### config.mk
export PLATFORM = sky130hd
export DESIGN_NAME = multicycle_control
export DESIGN_NICKNAME = d
export VERILOG_FILES = /design/src/rtl/multicycle_control.sv
export SDC_FILE = /design/constraint.sdc
export NUM_CORES = 1
export LEC_CHECK = 0
export BUFFER_PORTS_ARGS = -buffer_cell sky130_fd_sc_hd__buf_2
export CAP_MARGIN = 10
export CORE_MARGIN = 1.5
export CORE_UTILIZATION = 47
export DETAILED_ROUTE_END_ITERATION = 16
export PLACE_DENSITY = 0.76
export SYNTH_ARGS = -nofsm -noshare
export SYNTH_HDL_FRONTEND = slang
export SYNTH_SLANG_ARGS = --single-unit
### constraint.sdc
create_clock -name clk -period 1.75 [get_ports clk]
set_input_delay 0.0875 -clock clk [delete_from_list [all_inputs] [get_ports clk]]
set_output_delay 0.0875 -clock clk [all_outputs]
set_load 0.005 [all_outputs]
### src/rtl/multicycle_control.sv
// Multi-cycle MIPS sequencing controller: Moore FSM driving datapath enables and mux
// selects, with memory-ready stalls, an illegal-opcode trap and a retired-instruction counter.
module multicycle_control #(
    parameter int CNT_W = 32
) (
    input  logic             clk,
    input  logic             rst_n,
    input  logic [5:0]       OpCode,
    input  logic             Mem_ready,
    output logic             PC_w,
    output logic             PC_w_cond,
    output logic             IorD,
    output logic             Mem_r,
    output logic             Mem_w,
    output logic             IR_w,
    output logic             Mem_to_reg,
    output logic             Reg_w,
    output logic             Reg_dst,
    output logic             ALU_src_A,
    output logic [1:0]       ALU_src_B,
    output logic [1:0]       ALU_op,
    output logic [1:0]       PC_src,
    output logic             Illegal,
    output logic [3:0]       State,
    output logic [CNT_W-1:0] Instr_count
);

    localparam logic [5:0] OP_RTYPE = 6'h00;
    localparam logic [5:0] OP_LW    = 6'h23;
    localparam logic [5:0] OP_SW    = 6'h2B;
    localparam logic [5:0] OP_BEQ   = 6'h04;
    localparam logic [5:0] OP_J     = 6'h02;
    localparam logic [5:0] OP_ADDI  = 6'h08;

    typedef enum logic [3:0] {
        S_FETCH     = 4'd0,
        S_DECODE    = 4'd1,
        S_MEM_ADDR  = 4'd2,
        S_MEM_READ  = 4'd3,
        S_MEM_WB    = 4'd4,
        S_MEM_WRITE = 4'd5,
        S_EXEC      = 4'd6,
        S_R_WB      = 4'd7,
        S_BRANCH    = 4'd8,
        S_JUMP      = 4'd9,
        S_ADDI_EX   = 4'd10,
        S_ADDI_WB   = 4'd11,
        S_TRAP      = 4'd12
    } state_t;

    state_t           state_r;
    state_t           state_nxt_s;
    logic             retire_s;
    logic [CNT_W-1:0] count_r;

    // State register
    always_ff @(posedge clk or negedge rst_n) begin
        if (!rst_n) begin
            state_r <= S_FETCH;
        end else begin
            state_r <= state_nxt_s;
        end
    end

    // Next-state decode; unused encodings fall into TRAP
    always_comb begin
        state_nxt_s = state_r;
        case (state_r)
            S_FETCH:     state_nxt_s = Mem_ready ? S_DECODE : S_FETCH;
            S_DECODE: begin
                case (OpCode)
                    OP_LW, OP_SW: state_nxt_s = S_MEM_ADDR;
                    OP_RTYPE:     state_nxt_s = S_EXEC;
                    OP_BEQ:       state_nxt_s = S_BRANCH;
                    OP_J:         state_nxt_s = S_JUMP;
                    OP_ADDI:      state_nxt_s = S_ADDI_EX;
                    default:      state_nxt_s = S_TRAP;
                endcase
            end
            S_MEM_ADDR: begin
                if (OpCode == OP_LW) begin
                    state_nxt_s = S_MEM_READ;
                end else if (OpCode == OP_SW) begin
                    state_nxt_s = S_MEM_WRITE;
                end else begin
                    state_nxt_s = S_TRAP;
                end
            end
            S_MEM_READ:  state_nxt_s = Mem_ready ? S_MEM_WB : S_MEM_READ;
            S_MEM_WB:    state_nxt_s = S_FETCH;
            S_MEM_WRITE: state_nxt_s = Mem_ready ? S_FETCH : S_MEM_WRITE;
            S_EXEC:      state_nxt_s = S_R_WB;
            S_R_WB:      state_nxt_s = S_FETCH;
            S_BRANCH:    state_nxt_s = S_FETCH;
            S_JUMP:      state_nxt_s = S_FETCH;
            S_ADDI_EX:   state_nxt_s = S_ADDI_WB;
            S_ADDI_WB:   state_nxt_s = S_FETCH;
            S_TRAP:      state_nxt_s = S_TRAP;
            default:     state_nxt_s = S_TRAP;
        endcase
    end

    // An instruction retires when a completing state hands back to FETCH
    always_comb begin
        retire_s = 1'b0;
        if (state_nxt_s == S_FETCH) begin
            case (state_r)
                S_MEM_WB, S_MEM_WRITE, S_R_WB,
                S_BRANCH, S_JUMP, S_ADDI_WB: retire_s = 1'b1;
                default:                     retire_s = 1'b0;
            endcase
        end else begin
            retire_s = 1'b0;
        end
    end

    // Retired-instruction counter, wraps naturally
    always_ff @(posedge clk or negedge rst_n) begin
        if (!rst_n) begin
            count_r <= {CNT_W{1'b0}};
        end else if (retire_s) begin
            count_r <= count_r + {{(CNT_W-1){1'b0}}, 1'b1};
        end else begin
            count_r <= count_r;
        end
    end

    assign State       = state_r;
    assign Instr_count = count_r;

    // Moore output decode, forced quiet while reset is held so nothing commits mid-reset
    always_comb begin
        PC_w       = 1'b0;
        PC_w_cond  = 1'b0;
        IorD       = 1'b0;
        Mem_r      = 1'b0;
        Mem_w      = 1'b0;
        IR_w       = 1'b0;
        Mem_to_reg = 1'b0;
        Reg_w      = 1'b0;
        Reg_dst    = 1'b0;
        ALU_src_A  = 1'b0;
        ALU_src_B  = 2'b00;
        ALU_op     = 2'b00;
        PC_src     = 2'b00;
        Illegal    = 1'b0;
        if (rst_n) begin
            case (state_r)
                S_FETCH: begin
                    Mem_r     = 1'b1;
                    ALU_src_B = 2'b01;
                    IR_w      = Mem_ready;
                    PC_w      = Mem_ready;
                end
                S_DECODE: ALU_src_B = 2'b11;
                S_MEM_ADDR, S_ADDI_EX: begin
                    ALU_src_A = 1'b1;
                    ALU_src_B = 2'b10;
                end
                S_MEM_READ: begin
                    Mem_r = 1'b1;
                    IorD  = 1'b1;
                end
                S_MEM_WB: begin
                    Reg_w      = 1'b1;
                    Mem_to_reg = 1'b1;
                end
                S_MEM_WRITE: begin
                    Mem_w = 1'b1;
                    IorD  = 1'b1;
                end
                S_EXEC: begin
                    ALU_src_A = 1'b1;
                    ALU_op    = 2'b10;
                end
                S_R_WB: begin
                    Reg_w   = 1'b1;
                    Reg_dst = 1'b1;
                end
                S_BRANCH: begin
                    ALU_src_A = 1'b1;
                    ALU_op    = 2'b01;
                    PC_w_cond = 1'b1;
                    PC_src    = 2'b01;
                end
                S_JUMP: begin
                    PC_w   = 1'b1;
                    PC_src = 2'b10;
                end
                S_ADDI_WB: Reg_w = 1'b1;
                S_TRAP:    Illegal = 1'b1;
                default:   Illegal = 1'b0;
            endcase
        end else begin
            Illegal = 1'b0;
        end
    end

endmodule

==> flow_summary.ini <==
[worst_setup_path]
cp_top_family = simple AND/OR/NAND/NOR gates
r2r_start = State[3]
end_kind = register
worst-path-buf-inv = 1
crit_path_start_kind = register
crit_chain = xnor2_4 -> nor4b_4 -> buf_4 -> nand2_2 -> or4_4 -> xnor2_2
cp_slowest_cell = dfrtp_2
critPathRequiredTime_ps = 1920
arrival_ps = 1980
crit_start = State[3]
max_stage_delay_ps = 480
path_class = reg -> reg
crit_fanout = 5

[clock_network]
cts_root_buffer = clkbuf_8
cts_num_sinks = 36
numCtsBuffers = 5
cts_tree = done
htreeDepth = 2
clockBufferDepth = 2
clk_pin_slew_worst_paths_ps = 70
clock_latency_ps = 280

[floorplanning]
fp.dieW_um = 70.51
dieHeight_um = 70.51
ios = 62
rows = 24
die_area_um2 = 4972
coreArea_um2 = 4384
initial_utilization_pct = 48.86

[sta]
setup_ws_ps = -55.43
setup_viol = 1
slew_violations = 0
maxSlewHeadroom_pct = 69.67
fin_crit_ps = 1805
hold_violations = 0
rsz0062_at_grt = yes
min_period_over_period_pct = 103.2
fmax_ghz = 0.5539
skew_ps = 4.219
tightestPinTransition_ps = 454.9

[final_layout]
postLayoutCoreUtil_pct = 69.46
multi_input_area_um2 = 1313
drive_gt1_share_pct = 45.68
syn_to_final_growth_pct = 42.17
seq_area_um2 = 905.9
fin_nets = 334
antenna_cells = 0
fillCellCount = 352

[logic_synthesis]
synth_most_common_cell = dfrtp_1
yosysWarnings = 0
ys_seq_area_share_pct = 42.06
synth_cell_type_count = 49
ys.flop_type = dfrtp_1
yosys-top-cells-area = dfrtp_1 (42%), xnor2_1 (7.4%), xor2_1 (5.7%)
synthTopCellsByCount = dfrtp_1 (36), nor2_1 (23), nor3_1 (18), xnor2_1 (18), nand2_1 (17)
ys_seq_elements = 36
synth_top_area_cell = dfrtp_1
synth_top_area_share_pct = 42.06
synth_cells = 225
synth_nets = 235
synth_edf_count = 0
syn_area_um2 = 2142
async_flop_share_pct = 100.0
syn_avg_cell_area_um2 = 9.520

[power_and_ir_drop]
vdd_ir_drop_max_uv = 562.2
p_leak_nw = 1.552
powerDensity_nw_per_um2 = 1001

[min_path]
hp-class = in -> reg
min_from = OpCode[4]

[placement]
io_buffer_count = 61
hpwl_mm = 3.816
gp_congestion = 0.9008
pre_cts_ws_ps = -104.1

[grt]
antenna_found_initial = 0
grt_pass1_wl_mm = 8.638
grt.overflow.total = 0
grt_usage_pct = 21.73
grt_pass1_vias = 1939
grt_max_degree = 37

[drt]
avgRoutedWirePerCell_um = 14.50
vias = 2061
via_per_inst = 5.481
detail_route.first_pass.iterations = 4
ant_nets = 0
routed_wl_mm = 5.452
drtIter0Drc = 108
drc = 0

[run]
cap_viol_max_count = 0

[outcome]
status = complete, but fails checks
violations = setup timing
==> cells by family after synthesis <==
group / Yosys count / synth area share, %
AOI/OAI and AO/OA: 22 / 7.302
xor gates and xnor gates: 34 / 14.60
and+or+nand+nor: 113 / 30.32
buffers and inverters: 17 / 4.147
adders and majority gates: 1 / 0.5840
DFF: 36 / 42.06
muxes: 2 / 0.9930
==> layout make-up <==
type | instances | area share, %
flip-flops and latches | 36 | 29.75
clock buffers | 7 | 3.164
well taps | 52 | 2.136
inverters | 7 | 0.8628
repair buffers | 102 | 20.99
multi-input cells | 172 | 43.10
==> sequential cells by signal (all words and copies together), names as in the netlist <==
| name | flops |
|---|---|
| Instr_count | 32 |
| State | 4 |
==> power breakdown <==
| part | total [mW] | switching [mW] | internal (mW) |
|---|---|---|---|
| Combinational | 1.34 | 0.666 | 0.678 |
| Sequential | 1.07 | 0.130 | 0.940 |
| Clock | 0.635 | 0.285 | 0.351 |
| Total | 3.05 | 1.08 | 1.97 |
==> worst min-delay path, stage by stage <==
cell and delay, ps:
buf_2 110, o211ai_1 110, nand2_1 60
==> cell usage in the layout (no fill, tap or decap), types with 4 or more instances in the layout <==
| cell type | instances |
|---|---|
| buf_2 | 61 |
| buf_4 | 36 |
| dfrtp_1 | 32 |
| nor2_1 | 20 |
| xnor2_1 | 17 |
| nand2_1 | 16 |
| nand3_1 | 14 |
| xor2_1 | 14 |
| nor3_1 | 9 |
| inv_1 | 7 |
| nand4_1 | 7 |
| clkbuf_8 | 7 |
| nor3_2 | 6 |
| o21ai_0 | 5 |
| and3_1 | 5 |
| dfrtp_2 | 4 |
==> per-stage QoR <==
step / power (mW) / area (um2) / TNS [ps] / hold slack [ps] / instances
2_1_floorplan: 1.783 / 2178 / -45.73 / -208.1 / 225
3_3_place_gp: 2.252 / 2744 / -74.83 / 265.8 / 364
3_5_place_dp: 2.276 / 2744 / -561.5 / 269.3 / 364
4_1_cts: 2.984 / 2913 / -51.29 / 110.8 / 375
5_1_grt: 3.228 / 3045 / -355.2 / 126.4 / 376
6_report: 3.050 / 3045 / -55.43 / 119.3 / 376
==> final timing paths <==
path	cells past startpoint	end	slack, ps
hold reg to reg	1	Instr_count[31]	460
max in group asynchronous	3	State[3]	840
hold / removal	3	State[2]	120
min in group asynchronous	3	Instr_count[7]	570
setup / recovery	6	Instr_count[23]	-60
setup reg to reg	6	Instr_count[23]	-60
==> metal layers <==
layer  share of wire (%)  track usage, %  vias to the layer above
met5                   0               0                        -
met1                  44           28.20                      984
met2                  49           35.74                       81
met4                 1.9           7.906                        0
met3                 4.8           4.762                       10
li1                    -               -                      986
==> what timing repair did <==
action,4_1_cts,5_1_grt
hold buffers,1,0
pin swaps,5,8
gates resized for setup,11,29
hold endpoints to repair,36,0
setup endpoints to repair,22,27
setup buffers,3,2
(Power assumes the default switching activity.)
